**config.mk**
```make
export PLATFORM = sky130hd
export DESIGN_NAME = controle_multiciclo_flat
export DESIGN_NICKNAME = d
export VERILOG_FILES = /design/src/rtl/controle_multiciclo_if.sv /design/src/rtl/controle_multiciclo.sv /design/src/flat_wrapper.sv
export SDC_FILE = /design/constraint.sdc
export NUM_CORES = 1
export LEC_CHECK = 0
export BUFFER_PORTS_ARGS = -buffer_cell sky130_fd_sc_hd__buf_2
export CAP_MARGIN = 40
export CORE_AREA = 2 2 43 45
export DETAILED_ROUTE_END_ITERATION = 10
export DIE_AREA = 0 0 45 47
export PLACE_DENSITY = 0.78
export SLEW_MARGIN = 10
export SYNTH_ARGS = -nofsm -noshare
export SYNTH_HDL_FRONTEND = slang
export SYNTH_SLANG_ARGS = --single-unit
```
**constraint.sdc**
```tcl
create_clock -name clk -period 1.8 [get_ports clk]
set_input_delay 0 -clock clk [delete_from_list [all_inputs] [get_ports clk]]
set_output_delay 0 -clock clk [all_outputs]
set_load 0.02 [all_outputs]
```
**src/rtl/controle_multiciclo_if.sv**
```systemverilog
// Handshake and datapath-control bundle between the sequencer and its instruction source / datapath.
// master drives opcode/instr_valid; slave (the control unit) drives status and datapath strobes.
interface controle_multiciclo_if #(
  parameter int OPCODE_W = 4,
  parameter int ULA_OP_W = 4
);
  logic [OPCODE_W-1:0] opcode;
  logic                instr_valid;
  logic                ocupado;
  logic                fim;
  logic                erro;
  logic                EscIR;
  logic                EscReg;
  logic                EscCP;
  logic                EscCondCP;
  logic                ULA_A;
  logic [1:0]          ULA_B;
  logic [ULA_OP_W-1:0] ULA_OP;
  logic [1:0]          FonteCP;

  modport master (
    output opcode, instr_valid,
    input  ocupado, fim, erro, EscIR, EscReg, EscCP, EscCondCP,
    input  ULA_A, ULA_B, ULA_OP, FonteCP
  );

  modport slave (
    input  opcode, instr_valid,
    output ocupado, fim, erro, EscIR, EscReg, EscCP, EscCondCP,
    output ULA_A, ULA_B, ULA_OP, FonteCP
  );
endinterface

```
**src/rtl/controle_multiciclo.sv**
```systemverilog
// Multicycle control FSM: fetch/decode/execute/write-back/PC-update sequencing with Moore outputs.
// Latency: R/I = EXEC_CYCLES+4 busy cycles, jump/branch = 3, illegal = 2; new opcodes accepted only in IDLE.
module controle_multiciclo #(
  parameter int          OPCODE_W    = 4,
  parameter int          ULA_OP_W    = 4,
  parameter int          EXEC_CYCLES = 4,
  parameter logic [15:0] R_MASK      = 16'h003B,
  parameter logic [15:0] I_MASK      = 16'h07C4,
  parameter int          OP_JUMP     = 11,
  parameter int          OP_BRANCH   = 12
) (
  input  logic                  clk,
  input  logic                  reset,
  controle_multiciclo_if.slave  bus
);

  localparam int CNT_W = $clog2(EXEC_CYCLES + 1);
  localparam logic [CNT_W-1:0] CNT_LOAD = CNT_W'(EXEC_CYCLES - 1);

  localparam logic [2:0] IDLE   = 3'd0;
  localparam logic [2:0] FETCH  = 3'd1;
  localparam logic [2:0] DECODE = 3'd2;
  localparam logic [2:0] EXEC   = 3'd3;
  localparam logic [2:0] WB     = 3'd4;
  localparam logic [2:0] PCUPD  = 3'd5;
  localparam logic [2:0] JUMP   = 3'd6;
  localparam logic [2:0] BRANCH = 3'd7;

  logic [2:0]          state;
  logic [OPCODE_W-1:0] op_q;
  logic [CNT_W-1:0]    cnt;

  logic [31:0] op_idx;
  logic        is_r, is_i, is_j, is_b;

  // Opcodes beyond the 16-entry class maps can only be jump or branch.
  always_comb begin
    op_idx = 32'(op_q);
    is_r   = (op_idx < 32'd16) && R_MASK[op_idx[3:0]];
    is_i   = (op_idx < 32'd16) && I_MASK[op_idx[3:0]];
    is_j   = (op_idx == 32'(OP_JUMP));
    is_b   = (op_idx == 32'(OP_BRANCH));
  end

  always_ff @(posedge clk) begin
    if (reset) begin
      state <= IDLE;
      op_q  <= '0;
      cnt   <= '0;
    end else begin
      case (state)
        IDLE: begin
          if (bus.instr_valid) begin
            op_q  <= bus.opcode;
            state <= FETCH;
          end
        end
        FETCH:  state <= DECODE;
        DECODE: begin
          if (is_r || is_i) begin
            cnt   <= CNT_LOAD;
            state <= EXEC;
          end else if (is_j) begin
            state <= JUMP;
          end else if (is_b) begin
            state <= BRANCH;
          end else begin
            state <= IDLE;
          end
        end
        EXEC: begin
          if (cnt == '0) state <= WB;
          else           cnt   <= cnt - CNT_W'(1);
        end
        WB:      state <= PCUPD;
        default: state <= IDLE;
      endcase
    end
  end

  logic                ocupado_c, fim_c, erro_c;
  logic                esc_ir_c, esc_reg_c, esc_cp_c, esc_cond_cp_c;
  logic                ula_a_c;
  logic [1:0]          ula_b_c, fonte_cp_c;
  logic [ULA_OP_W-1:0] ula_op_c;

  // EXEC is only reachable from R or I, and R wins on overlap, so is_r alone picks ULA_B.
  always_comb begin
    ocupado_c     = (state != IDLE);
    fim_c         = 1'b0;
    erro_c        = 1'b0;
    esc_ir_c      = 1'b0;
    esc_reg_c     = 1'b0;
    esc_cp_c      = 1'b0;
    esc_cond_cp_c = 1'b0;
    ula_a_c       = 1'b0;
    ula_b_c       = 2'b00;
    ula_op_c      = '0;
    fonte_cp_c    = 2'b00;
    case (state)
      FETCH:  esc_ir_c = 1'b1;
      DECODE: erro_c   = !(is_r || is_i || is_j || is_b);
      EXEC, WB: begin
        ula_a_c   = 1'b1;
        ula_b_c   = is_r ? 2'b00 : 2'b10;
        ula_op_c  = op_q[ULA_OP_W-1:0];
        esc_reg_c = (state == WB);
      end
      PCUPD: begin
        esc_cp_c = 1'b1;
        fim_c    = 1'b1;
      end
      JUMP: begin
        ula_b_c    = 2'b10;
        fonte_cp_c = 2'b10;
        esc_cp_c   = 1'b1;
        fim_c      = 1'b1;
      end
      BRANCH: begin
        fonte_cp_c    = 2'b01;
        esc_cond_cp_c = 1'b1;
        fim_c         = 1'b1;
      end
      default: ;
    endcase
  end

  assign bus.ocupado   = ocupado_c;
  assign bus.fim       = fim_c;
  assign bus.erro      = erro_c;
  assign bus.EscIR     = esc_ir_c;
  assign bus.EscReg    = esc_reg_c;
  assign bus.EscCP     = esc_cp_c;
  assign bus.EscCondCP = esc_cond_cp_c;
  assign bus.ULA_A     = ula_a_c;
  assign bus.ULA_B     = ula_b_c;
  assign bus.ULA_OP    = ula_op_c;
  assign bus.FonteCP   = fonte_cp_c;

endmodule
```
**src/flat_wrapper.sv**
```systemverilog
// flat-port wrapper written by rule: the top's interface ports become plain ports
module controle_multiciclo_flat 
#(
  parameter int          OPCODE_W    = 4,
  parameter int          ULA_OP_W    = 4,
  parameter int          EXEC_CYCLES = 4,
  parameter logic [15:0] R_MASK      = 16'h003B,
  parameter logic [15:0] I_MASK      = 16'h07C4,
  parameter int          OP_JUMP     = 11,
  parameter int          OP_BRANCH   = 12
)
  (clk, reset, bus_opcode, bus_instr_valid, bus_ocupado, bus_fim, bus_erro, bus_EscIR, bus_EscReg, bus_EscCP, bus_EscCondCP, bus_ULA_A, bus_ULA_B, bus_ULA_OP, bus_FonteCP);
  controle_multiciclo_if #(.OPCODE_W(OPCODE_W), .ULA_OP_W(ULA_OP_W)) bus_i ();
  input  logic clk;
  input  logic reset;
  input wire logic [$bits(bus_i.opcode)-1:0] bus_opcode;
  input wire logic [$bits(bus_i.instr_valid)-1:0] bus_instr_valid;
  output wire logic [$bits(bus_i.ocupado)-1:0] bus_ocupado;
  output wire logic [$bits(bus_i.fim)-1:0] bus_fim;
  output wire logic [$bits(bus_i.erro)-1:0] bus_erro;
  output wire logic [$bits(bus_i.EscIR)-1:0] bus_EscIR;
  output wire logic [$bits(bus_i.EscReg)-1:0] bus_EscReg;
  output wire logic [$bits(bus_i.EscCP)-1:0] bus_EscCP;
  output wire logic [$bits(bus_i.EscCondCP)-1:0] bus_EscCondCP;
  output wire logic [$bits(bus_i.ULA_A)-1:0] bus_ULA_A;
  output wire logic [$bits(bus_i.ULA_B)-1:0] bus_ULA_B;
  output wire logic [$bits(bus_i.ULA_OP)-1:0] bus_ULA_OP;
  output wire logic [$bits(bus_i.FonteCP)-1:0] bus_FonteCP;
  assign bus_i.opcode = bus_opcode;
  assign bus_i.instr_valid = bus_instr_valid;
  assign bus_ocupado = bus_i.ocupado;
  assign bus_fim = bus_i.fim;
  assign bus_erro = bus_i.erro;
  assign bus_EscIR = bus_i.EscIR;
  assign bus_EscReg = bus_i.EscReg;
  assign bus_EscCP = bus_i.EscCP;
  assign bus_EscCondCP = bus_i.EscCondCP;
  assign bus_ULA_A = bus_i.ULA_A;
  assign bus_ULA_B = bus_i.ULA_B;
  assign bus_ULA_OP = bus_i.ULA_OP;
  assign bus_FonteCP = bus_i.FonteCP;
  controle_multiciclo #(.OPCODE_W(OPCODE_W), .ULA_OP_W(ULA_OP_W), .EXEC_CYCLES(EXEC_CYCLES), .R_MASK(R_MASK), .I_MASK(I_MASK), .OP_JUMP(OP_JUMP), .OP_BRANCH(OP_BRANCH)) u_core (.clk(clk), .reset(reset), .bus(bus_i));
endmodule
```
==> results of run 1 <==
## state kept, by name, summed over array words and instances, names as in the netlist
name	flops
u_core.is_i	1
u_core.is_r	1
u_core.state	3
u_core.cnt	3
u_core.op_q	4
## report_power, final
group / total [µW] / internal (µW) / leakage, µW / switching (µW)
combinational: 311 / 141 / 0.000287 / 170
sequential: 369 / 304 / 0.0000984 / 64.5
clock: 154 / 77.2 / 0.0000138 / 77.3
## cell families (layout without fill, tap and decap cells)
kind of cell    after synthesis  in the layout  share of synthesized area [%]
other cells                   1              1                         0.4842
buf+inv                      12             32                          8.400
xor+xnor                      1              1                          1.131
flops                        12             12                          31.02
compound gates               23             23                          19.23
fa+ha+maj                     2              2                          3.231
simple gates                 37             37                          31.34
mux                           4              4                          5.170
## how the worst max path moves through the flow
stage | cells past startpoint | start | slack [ps] | endpoint
floorplan | 4 | u_core.state[2] | 120 | bus_ULA_B[1]
global placement | 5 | u_core.cnt[0] | 310 | u_core.cnt[2]
detailed placement | 5 | u_core.cnt[0] | 260 | u_core.cnt[2]
CTS | 4 | u_core.state[2] | 80 | bus_ULA_B[1]
global route | 4 | u_core.state[0] | 120 | bus_ULA_B[1]
finish | 4 | u_core.state[0] | 250 | bus_ULA_B[1]
## cell type report
class / instances / area [µm²]
clock buffer: 3 / 22.52
tap: 17 / 21.27
sequential: 12 / 240.2
multi-input combinational: 68 / 474.2
timing repair buffer: 24 / 127.6
fill: 161 / 747.0
inverter: 5 / 18.77
## worst min-delay path, delay by kind of cell
kind                   cells  cell delay [ps]
AND/OR/NAND/NOR            1               70
multiplexers               1               70
buffers and inverters      1              100
## stage by stage
stage / std cells / utilization, %
3_3_place_gp: 126 / 53.11
2_1_floorplan: 92 / -
3_5_place_dp: 126 / 53.11
4_1_cts: 129 / 54.47
6_report: 129 / 54.77
5_1_grt: 129 / 54.77
## layer usage
metal	vias up	GRT usage [%]
li1	373	-
met1	336	22.84
met2	29	27.43
met3	2	3.462
met4	0	10.59
met5	-	0
## cells in the final DEF, fill, tap and decap left out, drive strengths merged, types with 4 or more instances in the layout
cell,Yosys,final
mux2i,4,4
nor2b,5,5
inv,5,5
a21oi,9,9
buf,5,24
nor2,6,6
dfxtp,12,12
## Yosys cell counts (all sizes together)
| cell | instances | area share [%] |
|---|---|---|
| a211o | 1 | 1.1 |
| a211oi | 1 | 0.97 |
| a21oi | 9 | 6.3 |
| a31oi | 2 | 1.6 |
| a41oi | 1 | 1.1 |
| and2 | 3 | 2.4 |
| and3 | 1 | 0.81 |
| and3b | 1 | 1.1 |
| buf | 5 | 5.0 |
| clkbuf | 2 | 0.97 |
| conb | 1 | 0.48 |
| dfxtp | 12 | 31 |
| ha | 2 | 3.2 |
| inv | 5 | 2.4 |
| mux2i | 4 | 5.2 |
| nand2 | 2 | 0.97 |
| nand2b | 3 | 2.4 |
| nand3b | 1 | 0.97 |
| nor2 | 6 | 2.9 |
| nor2b | 5 | 4.0 |
| nor3 | 3 | 1.9 |
| nor3b | 3 | 2.9 |
| nor4 | 1 | 0.81 |
| nor4b | 3 | 5.3 |
| nor4bb | 1 | 1.3 |
| o2111ai | 1 | 1.1 |
| o211ai | 2 | 1.9 |
| o21ai | 2 | 1.3 |
| o21bai | 1 | 0.97 |
| o22ai | 1 | 0.81 |
| o31ai | 2 | 1.9 |
| or2 | 1 | 0.81 |
| or3 | 2 | 1.6 |
| or4 | 1 | 0.97 |
| xor2 | 1 | 1.1 |
## repair_timing
action	CTS	global route
setup endpoints to repair	0	4
resized for setup	0	1
hold buffers	0	0
==> flow_summary.toml, run 1 <==
[detailed_routing]
met3_length_um = 113
wl_per_cell_um = 12.85
met2WireLength_um = 781
highest_layer = "met4"
ant_nets = 0
drc = 0
wl_met1_um = 751
via_count = 740
via_per_inst = 5.736
drt-total-wl_um = 1658
first_pass_iters = 4
drtIter0Drc = 14

[run]
maxCapViolCount = 0

[sta]
layout_worst_path_cycle_share_pct = 86.36
setup_viol = 0
rsz0062_at_grt = "no"
final_hold_viol_count = 0
clock.fmax_mhz = 643.3
maxSlewViolCount = 0
finClkSkew_ps = 2.577
fin_crit_ps = 1555
tns_ps = 0
fin_ws_ps = 245.5
holdWs_ps = 8.798

[critical_path]
slowest_delay_ps = 590
slowest_stage = "dfxtp_1"
required_ps = 1800
ff2ff_setup_slack_ps = 250
crit_buf_inv = 1
cp-start-kind = "register"
crit_type = "reg2out"
rr_endpoint = "u_core.cnt[2]"
critPathMaxFanout = 12
endpoint_kind = "output port"
reg2reg_depth = 5
crit_family = "flip-flops"
cp_cell_sequence = "nor3b_2 -> a21oi_2 -> o22ai_1 -> buf_2"
cp.arrival_ps = 1550
rr_startpoint = "u_core.cnt[0]"

[synth]
synthCells = 92
synth_seq_area_share_pct = 31.02
synth_cell_types = 40
synth-seq-cells = 12
synth_area_um2 = 774.5
synth_warnings = 0
avgSynthCellArea_um2 = 8.418
syn-num-nets = 101

[grt]
antenna_found_initial = 0
grt_pass1_vias = 640
grt_pass1_wl_um = 2684
track_usage_pct = 17.69
grt_max_degree = 13
grt.overflow.total = 0

[min_path]
min-delay-start = "bus_opcode[0]"
hp-class = "in2reg"
hold_depth = 3
holdPathEnd = "u_core.op_q[0]"

[place]
place_area_um2 = 877.1
place.port_buffers = 21
gp_congestion = 0.8212
pre_cts_ws_ps = 262.7
dp_hpwl_um = 1274

[clock_tree]
h-tree-depth = 1
clk_path_buf_depth = 2
cts_setup_buffers = 0
worstSkewPairLatency_ps = 260
root_buffer = "clkbuf_4"
numCtsBuffers = 3
cts_tree = "yes"
clkTransAtPathRegs_ps = 70
cts.sinks = 12

[cells_and_area]
num-nets-final = 123
finalInstanceArea_um2 = 904.6
antennaDiodeCount = 0
syn2layout_area_growth_pct = 16.80
drive_above_1_share_pct = 28.57

[die]
rows = 15
core_area_um2 = 1652
die_area_um2 = 2115
initial_core_util_pct = 46.89
die_h_um = 47
chipWidth_um = 45
ios = 23

[power]
ir_drop_mv = 0.5600
p_total_uw = 834.2
p_per_area_nw_per_um2 = 922.1
leakage_uw = 0.0003997

[run_status]
status = "finished, final reports clean"
(Power assumes the default switching activity.)
==> run 2: changes to the inputs <==
- ABC_AREA: default -> 1
- PLACE_DENSITY: 0.78 -> 0.76
==> run 2 against run 1 <==
Net effect:
- non-clock buffer count down 1
- area after synthesis down 3.4%
- synthesized cell count up 27%
- largest power group is now combinational logic
- clock power up 5%
- sequential cell count unchanged
- worst setup slack worse by 56 ps
- critical path type unchanged
- hold slack better by 68 ps
- maximum frequency down 3.5%
- highest routed layer unchanged
- routed wire length up 3.5%
==> flow_summary.toml, run 2 <==
[cells_and_area]
largest_reg_flops = 4
fill_cells = 186
mostFrequentLayoutCell = "nand2_1"
syn2layout_area_growth_pct = 18.56
antennaDiodeCount = 0
finalInstanceArea_um2 = 887.1
max_flop_register = "u_core.op_q"
top_regs = "u_core.op_q x4, u_core.cnt x3, u_core.state x3"
num-nets-final = 150
drive_above_1_share_pct = 23.74
layout.cells.most_common_list = "nand2_1 (22), inv_1 (21), buf_2 (21)"

[grt]
antenna_found_initial = 0
grt_max_degree = 13
track_usage_pct = 18.63
grt_pass1_wl_um = 2891
grt_pass1_vias = 727
grt.overflow.total = 0

[die]
die_h_um = 47
die_area_um2 = 2115
initial_core_util_pct = 45.30
core_area_um2 = 1652
chipWidth_um = 45
ios = 23
rows = 15

[sta]
setup_viol = 0
finClkSkew_ps = 2.632
tns_ps = 0
layout_worst_path_cycle_share_pct = 89.47
fin_crit_ps = 1611
clock.fmax_mhz = 620.9
maxSlewViolCount = 0
final_hold_viol_count = 0
rsz0062_at_grt = "no"

[critical_path]
rr_startpoint = "u_core.cnt[0]"
required_ps = 1800
cp-start-kind = "register"
cp.arrival_ps = 1610
crit_type = "reg2out"
ff2ff_setup_slack_ps = 380
critPathMaxFanout = 5
reg2reg_depth = 9
endpoint_kind = "output port"
rr_endpoint = "u_core.cnt[1]"

[place]
place.port_buffers = 21
dp_hpwl_um = 1388
place_area_um2 = 854.6
gp_congestion = 0.8337

[detailed_routing]
met2WireLength_um = 889
drtIter0Drc = 18
drc = 0
via_count = 792
wl_per_cell_um = 11.00
ant_nets = 0
highest_layer = "met4"
drt-total-wl_um = 1716
first_pass_iters = 4
wl_met1_um = 735
met3_length_um = 78
via_per_inst = 5.077

[clock_tree]
clkTransAtPathRegs_ps = 70
post_cts_resized = 0
root_buffer = "clkbuf_4"
worstSkewPairLatency_ps = 260
cts_setup_buffers = 0
numCtsBuffers = 3
clk_path_buf_depth = 2
cts.sinks = 12
cts_tree = "yes"
h-tree-depth = 1

[min_path]
hp-class = "in2reg"
hold_depth = 3
holdPathEnd = "u_core.op_q[1]"
min-delay-start = "bus_opcode[1]"

[power]
leakage_uw = 0.0004942
ir_drop_mv = 0.4926
p_per_area_nw_per_um2 = 1052
p_total_uw = 933.4

[run_status]
status = "finished, final reports clean"

[synth]
synth-seq-cells = 12
synth_most_common_cell = "nand2_1"
synth_edf_count = 0
synth_cell_types = 24
synth_area_um2 = 748.2
synth_ff_type = "dfxtp_1"
synth_warnings = 0
synthCells = 117
synth_seq_area_share_pct = 32.11
yosysTopAreaCell = "dfxtp_1"
synth-async-reset-ratio_pct = 0
yosysTopAreaCellShare_pct = 32.11
synth_commonest_cells = "nand2_1 (22), inv_1 (21), nor2_1 (17), dfxtp_1 (12), nand3_1 (8)"
netlist_top_cells_area = "dfxtp_1 (32%), nand2_1 (11%), inv_1 (11%)"
avgSynthCellArea_um2 = 6.395
syn-num-nets = 126

[run]
maxCapViolCount = 0
## run 2: routing by layer
metal / global-route usage, % / vias to the layer above
met5: 0 / -
li1: - / 408
met4: 5.294 / 0
met3: 2.308 / 2
met1: 22.27 / 360
met2: 34.86 / 22
## run 2: worst max path at each step
stage	startpoint	slack, ps	endpoint
floorplan	u_core.state[2]	390	bus_ULA_B[1]
global placement	u_core.cnt[0]	440	u_core.cnt[0]
detailed placement	u_core.cnt[0]	400	u_core.cnt[1]
CTS	u_core.state[1]	200	bus_ULA_B[1]
global route	u_core.state[1]	80	bus_ULA_B[1]
finish	u_core.state[1]	190	bus_ULA_B[1]
## run 2: cell families after synthesis
family                   share of synthesized area (%)
AND/OR/NAND/NOR                                  39.97
buffers and inverters                            15.72
adder cells (fa/ha/maj)                          3.344
flip-flops                                       32.11
AO/OA/AOI/OAI                                    8.363
other                                           0.5012
## run 2: cell type report
class	instances	area [µm²]	area share [%]
Clock buffer	3	22.52	2.539
Inverter	24	90.09	10.16
Multi-Input combinational cell	77	390.4	44.01
Sequential cell	12	240.2	27.08
Tap cell	17	21.27	2.398
Timing Repair Buffer	23	122.6	13.82
## run 2: timing repair
item | 4_1_cts | 5_1_grt
setup endpoints to repair | 0 | 0
endpoints found under the hold margin | 2 | 0
hold buffers | 1 | 0
## run 2: critical path, stage by stage, from the launching register on
cell and delay [ps]:
dfxtp_1 410, nand2_1 130, nor2_2 200, inv_1 110, nand2_1 140, inv_2 70, o21bai_1 120, buf_2 170
## run 2: power breakdown
group / total, µW / internal (µW) / switching [µW]
Sequential: 362 / 324 / 37.8
Combinational: 411 / 142 / 269
Clock: 161 / 77.1 / 84.0
## run 2: stage by stage
stage	hold WS (ps)	setup WS [ps]	utilization, %	std cells
after global placement	229.2	442.5	51.74	152
after global routing	96.47	79.23	53.71	156
after CTS	77.67	201.6	53.71	156
final	76.45	189.5	53.71	156
after floorplan	74.06	393.3	-	117
after detailed placement	228.1	395.3	51.74	152
==> run 3: changes to the inputs <==
- CORE_AREA: 2 2 43 45 -> 2 2 41 43
- CTS_BUF_LIST: default -> sky130_fd_sc_hd__clkbuf_8
- DIE_AREA: 0 0 45 47 -> 0 0 43 45
- PLACE_DENSITY: 0.76 -> 0.83
==> run 3 against run 2 <==
Net effect:
- non-clock buffer count unchanged
- maximum frequency up 2.7%
- core utilization up 8.7 points
- global-route usage up 0.89 points
- via count down 0.25%
- critical endpoint unchanged
- die area down 8.5%
- routed wire length down 1.6%
- clock power up 88%
- final area up 3.5%
==> flow_summary.toml, run 3 (synthesized netlist as in run 2, its figures left out) <==
[grt]
top_usage_layer = "met2"
grt_pass1_wl_um = 2746
grt_max_degree = 13
use_met2_pct = 36.06
track_usage_pct = 19.51
grt_util_met3_pct = 4.800
grt.overflow.total = 0
antenna_found_initial = 0
grt_pass1_vias = 728
grt_util_met1_pct = 20.30

[detailed_routing]
wl_per_cell_um = 10.83
first_pass_iters = 4
via_count = 790
drtIter0Drc = 24
drt-total-wl_um = 1689
drc = 0
ant_nets = 0
via_per_inst = 5.064

[power]
ir_drop_mv = 0.6240
p_total_uw = 1075
leakage_uw = 0.0005091
p_per_area_nw_per_um2 = 1170

[critical_path]
crit_type = "reg2out"
cp-start-kind = "register"
critPathMaxFanout = 5
endpoint_kind = "output port"
cp.arrival_ps = 1570
required_ps = 1800

[cells_and_area]
mostFrequentLayoutCell = "nand2_1"
layout.cells.most_common_list = "nand2_1 (22), inv_1 (21), buf_2 (21)"
max_flop_register = "u_core.op_q"
drive_above_1_share_pct = 24.29
num-nets-final = 150
fin_util_pct = 62.42
syn2layout_area_growth_pct = 22.74
top_regs = "u_core.op_q x4, u_core.cnt x3, u_core.state x3"
largest_reg_flops = 4
antennaDiodeCount = 0

[run_status]
status = "finished, final reports clean"

[run]
maxCapViolCount = 0

[sta]
setup_viol = 0
layout_worst_path_cycle_share_pct = 87.09
clock.fmax_mhz = 637.9
holdWs_ps = 109.2
finClkSkew_ps = 3.347
final_hold_viol_count = 0
rsz0062_at_grt = "no"
fin_crit_ps = 1568
tns_ps = 0
maxSlewViolCount = 0

[place]
place.port_buffers = 21
dp_hpwl_um = 1344
gp_congestion = 0.7628

[clock_tree]
clk_path_buf_depth = 2
cts.sinks = 12
worstSkewPairLatency_ps = 250
h-tree-depth = 1
cts_tree = "yes"
clkTransAtPathRegs_ps = 50
root_buffer = "clkbuf_8"
cts_setup_buffers = 0
numCtsBuffers = 3

[die]
ios = 23
chipWidth_um = 43
rows = 14
die_h_um = 45
die_area_um2 = 1935
core_area_um2 = 1471
initial_core_util_pct = 50.85

[min_path]
hp-class = "in2reg"
[run 3: changes by cell type in the layout (fill, tap and decap cells not counted)]
| cell | change |
|---|---|
| clkbuf_4 | -3 |
| clkbuf_8 | +4 |
[run 3: worst paths after layout]
| path | start | endpoint | slack [ps] | cells after the start |
|---|---|---|---|---|
| worst max-delay path | u_core.state[1] | bus_ULA_B[1] | 230 | 7 |
| worst max register to register | u_core.state[1] | u_core.is_r | 330 | 7 |
| worst min-delay path | bus_opcode[1] | u_core.op_q[1] | 110 | 3 |
| worst min register to register | u_core.cnt[2] | u_core.cnt[2] | 490 | 2 |
[run 3: layout make-up]
cell class,instances,area [µm²]
fill,142,553.0
timing repair buffer,23,122.6
inverter,24,90.09
multi-input combinational,77,390.4
tap,16,20.02
clock buffer,4,55.05
sequential,12,240.2
[run 3: what timing repair did]
item,4_1_cts,5_1_grt
hold endpoints to repair,2,0
hold buffers,1,0
resized for setup,0,0
[run 3: routing by layer]
layer / wire [µm] / up-vias
met5: 0 / -
met4: 34 / 0
met3: 93 / 3
met2: 806 / 25
met1: 753 / 352
li1: - / 410
[run 3: worst max-delay path, cell delays in order (launching register included)]
cell and delay (ps):
dfxtp_1 410, nand2_1 120, nor2_2 180, inv_1 100
nand2_1 140, inv_2 80, o21bai_1 120, buf_2 180
[run 3: report_power, final]
| part | switching [µW] | internal (µW) |
|---|---|---|
| clock network | 109 | 194 |
| registers | 39.7 | 325 |
| logic | 267 | 141 |
[run 3: stage by stage]
stage	setup WS, ps	area, µm²	instances
finish	232.4	918.4	156
global route	117.4	918.4	156
CTS	213.4	918.4	156
detailed placement	340.1	853.3	151
global placement	408.5	853.3	151
floorplan	393.3	748.2	117
